<file path="config.mk">
export PLATFORM = sky130hd
export DESIGN_NAME = muldiv_seq_ctrl
export DESIGN_NICKNAME = d
export VERILOG_FILES = /design/src/rtl/muldiv_seq_ctrl.sv
export SDC_FILE = /design/constraint.sdc
export NUM_CORES = 1
export LEC_CHECK = 0
export ABC_CLOCK_PERIOD_IN_PS = 4200
export BUFFER_PORTS_ARGS = -buffer_cell sky130_fd_sc_hd__buf_2
export CAP_MARGIN = 20
export CORE_UTILIZATION = 55
export DETAILED_ROUTE_END_ITERATION = 6
export PLACE_DENSITY_LB_ADDON = 0.15
export SLEW_MARGIN = 20
export SYNTH_ARGS = -nofsm -noshare
export SYNTH_HDL_FRONTEND = slang
export SYNTH_SLANG_ARGS = --single-unit
export TNS_END_PERCENT = 10
</file>
<file path="constraint.sdc">
create_clock -name clk -period 4.2 [get_ports clk]
set_clock_uncertainty 0.1 [all_clocks]
set_input_delay 0.42 -clock clk [delete_from_list [all_inputs] [get_ports clk]]
set_output_delay 0.42 -clock clk [all_outputs]
set_load 0.02 [all_outputs]
</file>
<file path="src/rtl/muldiv_seq_ctrl.sv">
// Iterative radix-2 multiply/divide sequencer owning the architectural HI/LO pair.
// One shift-add or restoring shift-subtract step per cycle; WIDTH steps per operation.
module muldiv_seq_ctrl #(
  parameter int unsigned WIDTH = 32
) (
  input  logic             clk,
  input  logic             reset_n,
  input  logic             start,
  input  logic [1:0]       op,
  input  logic [WIDTH-1:0] a,
  input  logic [WIDTH-1:0] b,
  input  logic             flush,
  input  logic             mthi,
  input  logic             mtlo,
  input  logic [WIDTH-1:0] wdata,
  output logic             busy,
  output logic             done,
  output logic [WIDTH-1:0] hi,
  output logic [WIDTH-1:0] lo
);

  localparam int unsigned CW       = (WIDTH > 1) ? $clog2(WIDTH) : 1;
  localparam int unsigned PW       = 2 * WIDTH;
  localparam logic [CW-1:0] CNT_LAST = CW'(WIDTH - 1);

  typedef enum logic [2:0] {
    S_IDLE,
    S_PREP,
    S_CALC,
    S_FIX,
    S_DONE
  } state_t;

  state_t           r_state;
  state_t           w_state_nxt;
  logic             w_busy_nxt;
  logic             w_busy_st;
  logic             w_accept;

  logic             r_busy;
  logic             r_done;
  logic [WIDTH-1:0] r_hi;
  logic [WIDTH-1:0] r_lo;

  logic [1:0]       r_op;
  logic [WIDTH-1:0] r_a;
  logic [WIDTH-1:0] r_b;
  logic [WIDTH-1:0] r_d;
  logic [WIDTH-1:0] r_ph;
  logic [WIDTH-1:0] r_pl;
  logic [CW-1:0]    r_cnt;
  logic             r_sgn_a;
  logic             r_sgn_x;

  logic             w_is_div;
  logic             w_signed;
  logic [WIDTH-1:0] w_a_abs;
  logic [WIDTH-1:0] w_b_abs;
  logic [WIDTH:0]   w_mul_sum;
  logic [WIDTH:0]   w_div_sh;
  logic             w_div_ge;
  logic [WIDTH-1:0] w_div_rem;
  logic [PW-1:0]    w_prod;
  logic [WIDTH-1:0] w_fix_hi;
  logic [WIDTH-1:0] w_fix_lo;

  assign busy = r_busy;
  assign done = r_done;
  assign hi   = r_hi;
  assign lo   = r_lo;

  assign w_busy_st = (r_state == S_PREP) || (r_state == S_CALC) || (r_state == S_FIX);
  assign w_accept  = start && !w_busy_st;
  assign w_is_div  = r_op[1];
  assign w_signed  = !r_op[0];

  // Next-state logic; flush aborts any busy state and swallows a coincident start.
  always_comb begin
    w_state_nxt = r_state;
    w_busy_nxt  = 1'b0;
    case (r_state)
      S_IDLE, S_DONE: w_state_nxt = w_accept ? S_PREP : S_IDLE;
      S_PREP:         w_state_nxt = S_CALC;
      S_CALC:         w_state_nxt = (r_cnt == CNT_LAST) ? S_FIX : S_CALC;
      S_FIX:          w_state_nxt = S_DONE;
      default:        w_state_nxt = S_IDLE;
    endcase
    if (flush && w_busy_st) begin
      w_state_nxt = S_IDLE;
    end
    w_busy_nxt = (w_state_nxt == S_PREP) || (w_state_nxt == S_CALC) ||
                 (w_state_nxt == S_FIX);
  end

  // State register with registered busy/done flags.
  always_ff @(posedge clk or negedge reset_n) begin
    if (!reset_n) begin
      r_state <= S_IDLE;
      r_busy  <= 1'b0;
      r_done  <= 1'b0;
    end else begin
      r_state <= w_state_nxt;
      r_busy  <= w_busy_nxt;
      r_done  <= (w_state_nxt == S_DONE);
    end
  end

  // Magnitudes of the latched operands for signed ops.
  always_comb begin
    w_a_abs = (w_signed && r_a[WIDTH-1]) ? -r_a : r_a;
    w_b_abs = (w_signed && r_b[WIDTH-1]) ? -r_b : r_b;
  end

  // Single iteration step: r_pl holds multiplier bits / dividend bits, r_ph the running high part.
  always_comb begin
    w_mul_sum = {1'b0, r_ph} + (r_pl[0] ? {1'b0, r_d} : {(WIDTH+1){1'b0}});
    w_div_sh  = {r_ph, r_pl[WIDTH-1]};
    w_div_ge  = (w_div_sh >= {1'b0, r_d});
    w_div_rem = WIDTH'(w_div_sh - {1'b0, r_d});
  end

  always_ff @(posedge clk or negedge reset_n) begin
    if (!reset_n) begin
      r_op    <= 2'b00;
      r_a     <= '0;
      r_b     <= '0;
      r_d     <= '0;
      r_ph    <= '0;
      r_pl    <= '0;
      r_cnt   <= '0;
      r_sgn_a <= 1'b0;
      r_sgn_x <= 1'b0;
    end else begin
      case (r_state)
        S_IDLE, S_DONE: begin
          if (w_accept) begin
            r_op <= op;
            r_a  <= a;
            r_b  <= b;
          end
        end
        S_PREP: begin
          r_sgn_a <= w_signed && r_a[WIDTH-1];
          r_sgn_x <= w_signed && (r_a[WIDTH-1] ^ r_b[WIDTH-1]);
          r_pl    <= w_a_abs;
          r_d     <= w_b_abs;
          r_ph    <= '0;
          r_cnt   <= '0;
        end
        S_CALC: begin
          r_cnt <= r_cnt + CW'(1);
          if (w_is_div) begin
            r_ph <= w_div_ge ? w_div_rem : w_div_sh[WIDTH-1:0];
            r_pl <= {r_pl[WIDTH-2:0], w_div_ge};
          end else begin
            r_ph <= w_mul_sum[WIDTH:1];
            r_pl <= {w_mul_sum[0], r_pl[WIDTH-1:1]};
          end
        end
        default: ;
      endcase
    end
  end

  // Sign correction and the divide-by-zero convention applied in FIX.
  always_comb begin
    w_prod   = {r_ph, r_pl};
    w_fix_hi = '0;
    w_fix_lo = '0;
    if (!w_is_div) begin
      if (r_sgn_x) begin
        w_prod = -w_prod;
      end
      w_fix_hi = w_prod[PW-1:WIDTH];
      w_fix_lo = w_prod[WIDTH-1:0];
    end else if (r_b == '0) begin
      w_fix_hi = r_a;
      w_fix_lo = '1;
    end else begin
      w_fix_hi = r_sgn_a ? -r_ph : r_ph;
      w_fix_lo = r_sgn_x ? -r_pl : r_pl;
    end
  end

  // HI/LO: results land from FIX; MTHI/MTLO only while not busy.
  always_ff @(posedge clk or negedge reset_n) begin
    if (!reset_n) begin
      r_hi <= '0;
      r_lo <= '0;
    end else if (r_state == S_FIX) begin
      if (!flush) begin
        r_hi <= w_fix_hi;
        r_lo <= w_fix_lo;
      end
    end else if (!w_busy_st) begin
      if (mthi) r_hi <= wdata;
      if (mtlo) r_lo <= wdata;
    end
  end

endmodule

</file>
## Yosys cells after proc, flatten, opt, wreduce, memory -nomap -nowiden

Cells that the tools add are included.

- Output and inout port bits: 66
- Bits in registers: 238
- Bits of input ports: 104
- Logic and storage cells: 83

- Muxes and demuxes: 28
- Eq/ne operators: 11
- Add/sub/neg operators: 8
- Magnitude comparators: 1
- Bitwise gates (word level): 1
- Reduce and logical (&&, ||, !) cells: 20

Operator list:

| operator | count |
|---|---|
| $mux 32 | 20 |
| $neg 32->32 | 4 |
| $pmux 32 s2 | 2 |
| $mux 64 | 1 |
| $neg 64->64 | 1 |
| $add 32x32->33 | 1 |
| $ge 33x32->1 | 1 |
| $logic_not 32->1 | 1 |
| $sub 32x32->32 | 1 |
| $eq 3x2->1 const B | 4 |
| $pmux 3 s4 | 1 |
| $pmux 5 s2 | 1 |
| $eq 3x1->1 const B | 2 |
| $eq 3x3->1 const B | 2 |
| $reduce_and 3->1 | 2 |
| $reduce_bool 2->1 | 3 |
| $add 5x1->5 const B | 1 |
| $eq 5x5->1 const B | 1 |
| $logic_and 1x1->1 | 5 |
| $logic_or 1x1->1 | 4 |
| $logic_not 3->1 | 1 |
| $mux 3 | 1 |
| $logic_not 1->1 | 2 |
| $mux 1 | 2 |
| 5 further kinds | 5 |

## Longest topological paths before layout

Gate-level depths: netlist of run 1.

- Depth in word-level cells: 11
- Depth in mapped cells: 16

## Worst setup path after synthesis of run 1

No wires, ideal clock.

- Kind: register -> register
- Start: register r_pl[0]
- End: register r_ph[31]
- Data arrival time: 3.424 ns
- Path slack: 0.554 ns
- Cell stages (with the launch flop): 14
- Library setup time: 0.122 ns
- Buffers on the path: 1
- Required time: 3.978 ns
- Cells stage by stage: dfrtp_1 clkinv_1 clkbuf_1 nor2_1 ha_1 nor2b_1 o31a_1 o31ai_2 a31oi_1 o41a_1 a21bo_2 a221oi_1 o21ai_0 a32o_1

- Cells in the longest elaborated chain, start to end: 4

RTL lines:

| item | RTL line | text |
|---|---|---|
| start: declaration | 50 | `logic [WIDTH-1:0] r_pl;` |
| start signal: assignment | 145 | `r_pl <= w_a_abs;` |
| start signal: assignment | 154 | `r_pl <= {r_pl[WIDTH-2:0], w_div_ge};` |
| start signal: assignment | 157 | `r_pl <= {w_mul_sum[0], r_pl[WIDTH-1:1]};` |
| $mux 32 | 116 | `w_mul_sum = {1'b0, r_ph} + (r_pl[0] ? {1'b0, r_d} : {(WIDTH+1){1'b0}});` |
| $add 32x32->33 | 116 |  |
| $mux 32 | 152 | `if (w_is_div) begin` |
| $pmux 32 s2 | 134 | `case (r_state)` |
| end signal: assignment | 153 | `r_ph <= w_div_ge ? w_div_rem : w_div_sh[WIDTH-1:0];` |
| end signal: assignment | 156 | `r_ph <= w_mul_sum[WIDTH:1];` |
| end: declaration | 49 | `logic [WIDTH-1:0] r_ph;` |

No other way between the ends.
A chain may end at the register's enable or synchronous reset.

## Final worst setup path of run 1

- Start: register r_ph[1]
- End: register r_hi[24], in the netlist hi[24]

- Cells in the longest elaborated chain, start to end: 6
- Elaborated cells on any way between the ends: 8

RTL lines:

| item | RTL line | text |
|---|---|---|
| $neg 32->32 | 180 | `w_fix_hi = r_sgn_a ? -r_ph : r_ph;` |
| $mux 32 | 180 |  |
| $mux 32 | 176 | `end else if (r_b == '0) begin` |
| $mux 32 (*) | 170 | `if (!w_is_div) begin` |
| $mux 32 (*) | 191 | `if (!flush) begin` |
| $mux 32 (*) | 190 | `end else if (r_state == S_FIX) begin` |
| end signal: assignment | 192 | `r_hi <= w_fix_hi;` |
| end signal: assignment | 196 | `if (mthi) r_hi <= wdata;` |
| end: declaration | 42 | `logic [WIDTH-1:0] r_hi;` |

Mark *: on every way between the ends. The rest lies on a longest branch, timed or not. The select of a mux whose other input is x is not followed.

==> results of run 1 <==
==> flip-flops by register name, summed over array words and instances (netlist names), 2 cells and up <==
register and cells:
lo 32, r_pl 32, r_state 3, r_ph 32
r_cnt 5, r_b 32, r_a 32, hi 32
r_d 32, r_op 2
==> power groups by stage <==
stage	sequential, mW	clock, mW	combinational, mW
6_report	4.57	2.48	9.97
5_1_grt	4.67	2.58	10.8
4_1_cts	4.50	2.48	9.74
3_5_place_dp	4.53	0	9.64
3_3_place_gp	4.47	0	9.58
2_1_floorplan	4.37	0	6.60
==> layer usage <==
layer,up-vias,part of all wire (%),global-route usage (%)
li1,8069,-,-
met1,8461,44,55.7
met2,899,43,57.5
met3,126,9.5,7.50
met4,0,3.0,10.6
met5,-,0,0
==> how the worst max path moves through the flow <==
| stage | depth (start not counted) | slack, ps | endpoint |
|---|---|---|---|
| after floorplan | 13 | 550 | r_ph[31]$_DFFE_PN0P_ |
| after detailed placement | 13 | 370 | hi[10]$_DFFE_PN0P_ |
| after global placement | 11 | 410 | hi[24]$_DFFE_PN0P_ |
| final | 11 | 160 | hi[24]$_DFFE_PN0P_ |
| after CTS | 15 | 320 | r_ph[26]$_DFFE_PN0P_ |
| after global routing | 15 | 80 | r_ph[26]$_DFFE_PN0P_ |
==> layout by cell type, fill, tap and decap left out, types with 13 or more instances in the layout <==
| cell | n |
|---|---|
| xnor2_1 | 103 |
| o31ai_1 | 24 |
| nor3_1 | 35 |
| buf_4 | 72 |
| nand2_1 | 233 |
| o41ai_1 | 15 |
| nand3_1 | 33 |
| clkbuf_16 | 29 |
| nor2_1 | 192 |
| a21oi_1 | 183 |
| ha_1 | 70 |
| a21o_1 | 26 |
| xor2_1 | 71 |
| nand2b_1 | 14 |
| or3_1 | 25 |
| inv_1 | 60 |
| mux2i_1 | 41 |
| nor2b_1 | 14 |
| dlygate4sd3_1 | 65 |
| o211ai_1 | 41 |
| nand4_1 | 13 |
| o21ai_0 | 234 |
| a31oi_1 | 15 |
| a211oi_1 | 33 |
| o22ai_1 | 29 |
| dfrtp_1 | 236 |
| buf_2 | 168 |
| mux2_2 | 60 |
| and3_1 | 15 |
==> final cells by class <==
class	count	area, µm²	share of cell area (%)
clock buffer	41	841	4.08
timing repair buffer	308	2090	10.1
multi-input combinational	1687	10900	52.9
clock inverter	13	90.1	0.437
inverter	62	233	1.13
sequential	238	5960	28.9
tap	402	503	2.44
==> kinds of logic after synthesis <==
family | Yosys count | synth area share, %
multiplexers | 101 | 6.18
AO/OA/AOI/OAI | 697 | 24.3
flip-flops | 238 | 33.9
adder cells (fa/ha/maj) | 72 | 5.21
XOR/XNOR | 174 | 8.67
buffers and inverters | 200 | 4.32
AND/OR/NAND/NOR | 643 | 17.4
==> what timing repair did <==
item                                   4_1_cts  5_1_grt
hold buffers                                64        1
endpoints found under the hold margin      146        1
setup buffers                                0        0
setup endpoints to repair                    0        1
resized for setup                            0        1
==> critical path: stages (launching register included) <==
cell	delay [ps]
dfrtp_1	490
inv_1	180
ha_1	270
nor3b_1	330
nand4_1	370
nand4bb_1	500
or4_1	560
nor2_1	120
nor2_1	70
a211o_1	270
a221oi_1	500
nor3_1	140
==> run summary, run 1 <==
The net switching power was 8.54 mW. The count of final max-slew check failures is 0, and the vias after detailed routing is 17,600. Once placement finished, the instance area stood at 19,000 µm². Pin placement for this block handled 170 I/O pins. Global routing used 38.2% of the available tracks. For this run, the leading register cell type out of synthesis is dfrtp_1. Of all flip-flops after synthesis, the portion carrying an async set or reset was 100%.

Once placement completed, the tool counted placed cells totaling 2,632. TritonCTS built the clock tree. The number of cells on the worst reg-to-reg path is 11. The run finished, with violations left. The post-route fraction of the period consumed by the critical path was 96.3%; the number of nets produced by synthesis was 2,301. The number of sinks on the clock net is 238, and the via count of the first global-routing pass is 16,700.

The later-pin clock latency in the skew report came out at 580 ps. The residual DRC count is 0, and the iteration count of the initial detailed-routing pass is 6. The accumulated negative setup slack is 0 ps, and the netlist area before placement is 17,600 µm².

The total overflow left after global routing is 0. At the placement stage, the worst setup path has a slack of 366 ps. Along the worst hold path, the cell count comes to 2. For the final core utilization, the log shows 65.5%. The clock passes through at most 3 buffers. STA classifies the critical path startpoint as a flop.

For the final number of hold-violating endpoints, the log shows 2. Clock-pin slew was measured on the worst setup and hold paths at 60 ps. Entering global routing, the biggest net connects 87 pins. Based on the critical path, the design can be clocked at up to 0.247 GHz.

Measured along the x axis, the die boundary spans 181 µm. The die covers 32,700 µm². Routability-driven placement finished with a final weighted congestion of 0.973.

After filler insertion, the fill cell instance count of the layout stands at 2,680. The internal power of the cells totals 8.47 mW. The number of synthesized register bits came out at 238. The logs give 0 for the initial antenna violation count and 2,125 for the number of cells produced by synthesis.

The checks that failed: negative hold slack. At the pin with the least slew margin, the transition time is 1100 ps. For this block, the routed nets add up to 62,800 µm of wire. The share of layout cells above drive strength 1 was 16.9%; the final hold slack was -2.47 ps.

The startpoint of the lowest-slack register-to-register path was r_ph[1]$_DFFE_PN0P_. Total power for the finished layout comes to 17.0 mW. Setup violations remaining at the end of the flow were counted as 0.

The clock network accounts for 14.5% of the total power. After detailed routing, the average wire length per cell comes to 22.8 µm. The worst register-to-register path ends at hi[24]$_DFFE_PN0P_. In this run the mean area of a mapped cell was 8.27 µm².

The starting DRC count in detailed routing was 1,778; the flop-to-flop setup slack was 160 ps. The worst hold path startpoint was a[2]. The logs give 20,600 µm² for the final design instance area without fill and 0 for the number of synthesis warnings.

In this run the power density over the cells is 826 nW/µm². The path with the worst hold slack has its endpoint at r_a[2]$_DFFE_PN0P_. The total of buffers placed on input and output ports came out at 169. The worst IR drop on VDD is 0.000479 V, and the post-detailed-route via-to-cell ratio is 6.38.

Once routing completed, OpenROAD measured the worst setup slack at 157 ps. The first global-routing pass estimated 97,300 µm of wire. The tools report the number of core rows as 65. Along the worst path, the maximum fanout reaches 7.

The relative contribution of combinational cells to total power is 58.6%, and the effective utilization at floorplan is 55.8%. After synthesis, the most frequently instantiated cells are 238 x dfrtp_1, 234 x o21ai_0, 233 x nand2_1, 194 x nor2_1, 183 x a21oi_1. In the post-synthesis netlist, the biggest area contributors are dfrtp_1 34%, o21ai_0 6.7%, a21oi_1 5.2%. In this run the standard cell core region covers 31,500 µm². The worst pin sits at a relative slew slack of 26.7%. Switching portion of total power: 50.2%. For this run, the post-layout net count is 2,502. The tools report the data arrival time at the worst-slack endpoint as 4360 ps. Measured along the y axis, the die boundary spans 181 µm. The endpoint type of the worst setup path is a flop. The analysis attributes to cell leakage a power of 9.03 nW. For the antenna diode count, the log shows 0.

The minimum clock period after layout was 4040 ps; the portion of total power attributed to sequential cells was 26.9%. The post-synthesis cell type with the largest combined area was dfrtp_1. For the number of H-tree levels, the log shows 1. For the required time of the critical path, the log shows 4520 ps. Across the run, the number of max-cap violations was 0. The tools report the final non-filler cell total as 2,751. The HPWL after detailed placement is 45,700 µm.

Counting the buffers created by CTS gives 29. Setup repair after global routing left no endpoint under its margin. Summing the sequential cell areas from Yosys gives 33.9% of the chip area. Counting flops with a built-in enable in the synthesized netlist gives 0.

The critical path starts at r_ph[1]$_DFFE_PN0P_. The top cell type by area accounts for 33.9% of the synthesized area. The most repeated cell in the gate-level netlist after synthesis is dfrtp_1. The min-delay analysis places its worst path in the category in2reg.

Compared with the post-synthesis result, the final layout area differs by 17.3%. Synthesis instantiated 86 different standard cells from the library. The tools report the buffer type at the clock tree root as clkbuf_16. The setup path with the least slack is of type reg2reg. The count of nets left with antenna violations once routing finished came out at 0.
No activity file was read; power rests on OpenSTA's default activity.
==> run 2, diff against run 1 <==
Settings changed: RECOVER_POWER set to 100, SLEW_MARGIN 20 to 5.
==> run summary, run 2 (synthesis gave the netlist of run 1 again) <==
The share of layout cells above drive strength 1 is 13.6% (-3.3 points), and the data arrival time at the worst-slack endpoint is 4360 ps (about the same). The startpoint identified for the worst register-to-register timing path is r_b[0]$_DFFE_PN0P_. The critical path goes through inv_1, ha_1, nor4b_2, nand3_1, nor3_2, nand3_1, clkbuf_2, nor2_1, clkbuf_2, a2111oi_0, buf_4, nor3_1.

The tools report the residual DRC count as 0 (unchanged). The path with the worst hold slack has its endpoint at r_a[2]$_DFFE_PN0P_. The accumulated negative setup slack was 0 ps (unchanged); the total of buffers placed on input and output ports was 169 (unchanged). The required time of the critical path was 4580 ps (+60 ps). The worst-path cell with the longest stage delay is clkbuf_2. The number of CTS-inserted buffers is 29 (unchanged), and the antenna diode count is 0 (unchanged). The number of H-tree levels is 1 (unchanged), and the post-detailed-placement half-perimeter wirelength is 45,700 µm (unchanged). The routed wirelength normalized by instance count came out at 22.9 µm (+0.10%).

Buffer type at the clock tree root: clkbuf_16. The total die area was 32,700 µm² (unchanged). The run gives 0 (unchanged) as the number of setup violations in the final report.

For the sequential cell area in the final layout, the log shows 5960 µm² (unchanged). The pin slew with the least headroom to its limit is 2550 ps (+1460 ps). The post-route fraction of the period consumed by the critical path came out at 94.7% (-1.6 points). The worst setup path is launched from a flop.

The boundary pin count came out at 170 (unchanged). The tools report the final core utilization as 65.0% (-0.49 points). The tools report the terminus of the critical flop-to-flop path as hi[9]$_DFFE_PN0P_.

The tools report the later-pin clock latency in the skew report as 580 ps (about the same). The logs give 220 ps (+70 ps) for the flop-to-flop setup slack and 16,700 (unchanged) for the via count of the first global-routing pass. The number of nets in the layout came out at 2,502 (unchanged).

The logs give 238 (unchanged) for the number of sinks on the clock net and 31,500 µm² (unchanged) for the core outline area. For the setup fix buffers added after clock tree synthesis, the log shows 0 (unchanged). The final weighted congestion in routability-driven placement is 0.973 (unchanged). The clock edge transition at the registers on the reported setup and hold paths is 60 ps (about the same). Setup repair after global routing left no endpoint under its margin. The total chip power is 16.9 mW (-0.53%). The worst hold path belongs to the class in2reg.

The worst slack at placement is 366 ps (unchanged). Leading cell type in the layout, fill and taps excluded: dfrtp_1. The run finished, with violations left. Number of filler instances in the final layout: 2,733 (+2.0%). The endpoint type of the worst setup path was a flop.

Global-route congestion overflow total: 0 (unchanged). The run gives -70.2% (-97 points) as the relative max-transition margin. The height of the chip is 181 µm (unchanged), and the total power divided by cell area is 828 nW/µm² (+0.21%).

The worst hold path depth works out to 2 (unchanged). Global-route wire length before repair: 97,300 µm (unchanged). Routed wire length: 62,900 µm (+0.10%).

The effective utilization at floorplan was 55.8% (unchanged). The run gives 0.000481 V (+0.38%) as the worst IR drop on VDD. Synthesis-to-layout area growth: 16.4%. The run gives 312 (+312) as the count of final max-slew check failures. The number of buffers on the longest clock path was 3 (unchanged); the die extent in x was 181 µm (unchanged). The total area of multi-input combinational cells is 10,900 µm² (about the same), and the iteration count of the initial detailed-routing pass is 6 (unchanged). The startpoint identified for the worst hold timing path is a[2]. The run gives 0.251 GHz (+1.7%) as the highest attainable clock frequency. TritonCTS built the clock tree.

In the layout the commonest cells are 236 x dfrtp_1, 235 x o21ai_0, 233 x nand2_1, 192 x nor2_1, 183 x a21oi_1. The worst-case reg-to-reg path depth is 12 (+1). The post-detailed-route via-to-cell ratio is 6.37 (-0.23%). The final reports fail on max-capacitance violations, max-slew violations. The final number of hold-violating endpoints is 0 (-2), and the overall fraction of global-route tracks in use is 38.2% (unchanged). The pin count of the biggest net entering global routing was 87 (unchanged); the vias after detailed routing was 17,500 (-0.23%). The minimum clock period after layout was 3980 ps (-65.6 ps). Worst setup margin: 223 ps (+65.6 ps). The maximum fanout count along the critical path came out at 27 (+20). The count of max-cap constraint violations is 5 (+5), and the largest incremental delay on the critical path is 500 ps (-60 ps). The worst setup path is of the reg2reg kind. The starting DRC count in detailed routing was 1,821 (+2.4%); the number of core rows was 65 (unchanged). The initial antenna violation count was 0 (unchanged); the antenna violation net count after detailed routing was 0 (unchanged).

The reported leakage power came out at 8.81 nW (-2.4%).
run 2: worst max path at each step:
stage,start,endpoint,cells past startpoint
2_1_floorplan,r_pl[0]$_DFFE_PN0P_,r_ph[31]$_DFFE_PN0P_,13
5_1_grt,r_state[0]$_DFF_PN0_,hi[29]$_DFFE_PN0P_,8
3_3_place_gp,r_ph[1]$_DFFE_PN0P_,hi[24]$_DFFE_PN0P_,11
6_report,r_b[0]$_DFFE_PN0P_,hi[9]$_DFFE_PN0P_,12
3_5_place_dp,r_b[0]$_DFFE_PN0P_,hi[10]$_DFFE_PN0P_,13
4_1_cts,r_pl[31]$_DFFE_PN0P_,r_ph[26]$_DFFE_PN0P_,15
run 2: power breakdown:
group          switching (mW)  internal (mW)
Sequential               1.35           3.24
Combinational            6.13           3.75
Clock                    1.07           1.40
run 2: layer usage:
| layer | vias to the layer above | global-route usage, % | routed length [µm] |
|---|---|---|---|
| met5 | - | 0 | 0 |
| li1 | 8084 | - | - |
| met2 | 850 | 57.5 | 27200 |
| met3 | 114 | 7.50 | 5790 |
| met1 | 8467 | 55.7 | 28100 |
| met4 | 0 | 10.6 | 1830 |
run 2: stage by stage:
stage	std cells	hold slack (ps)	instance area, µm²
finish	2751	1.28	20500
global route	2751	5.75	20500
CTS	2750	6.43	20600
detailed placement	2632	360	19000
global placement	2632	355	19000
floorplan	2125	24.4	17600
run 2: cell type report:
cell class / count / area share (%)
timing repair buffer: 308 / 9.51
multi-input combinational: 1687 / 53.2
clock buffer: 41 / 4.11
inverter: 62 / 1.14
tap: 402 / 2.46
clock inverter: 13 / 0.440
sequential: 238 / 29.1
run 2: worst max-delay path, delay by kind of cell (launching register included):
family,cells,cell delay (ps)
AOI/OAI and AO/OA,1,180
adders and majority gates,1,230
buffers and inverters,4,1240
DFF,1,390
and+or+nand+nor,6,1730
run 2: timing repair:
| item | in CTS | in global routing |
|---|---|---|
| resized for setup | 0 | 1 |
| endpoints found under the setup margin | 0 | 1 |
| hold buffers | 64 | 1 |
| endpoints found under the hold margin | 146 | 1 |
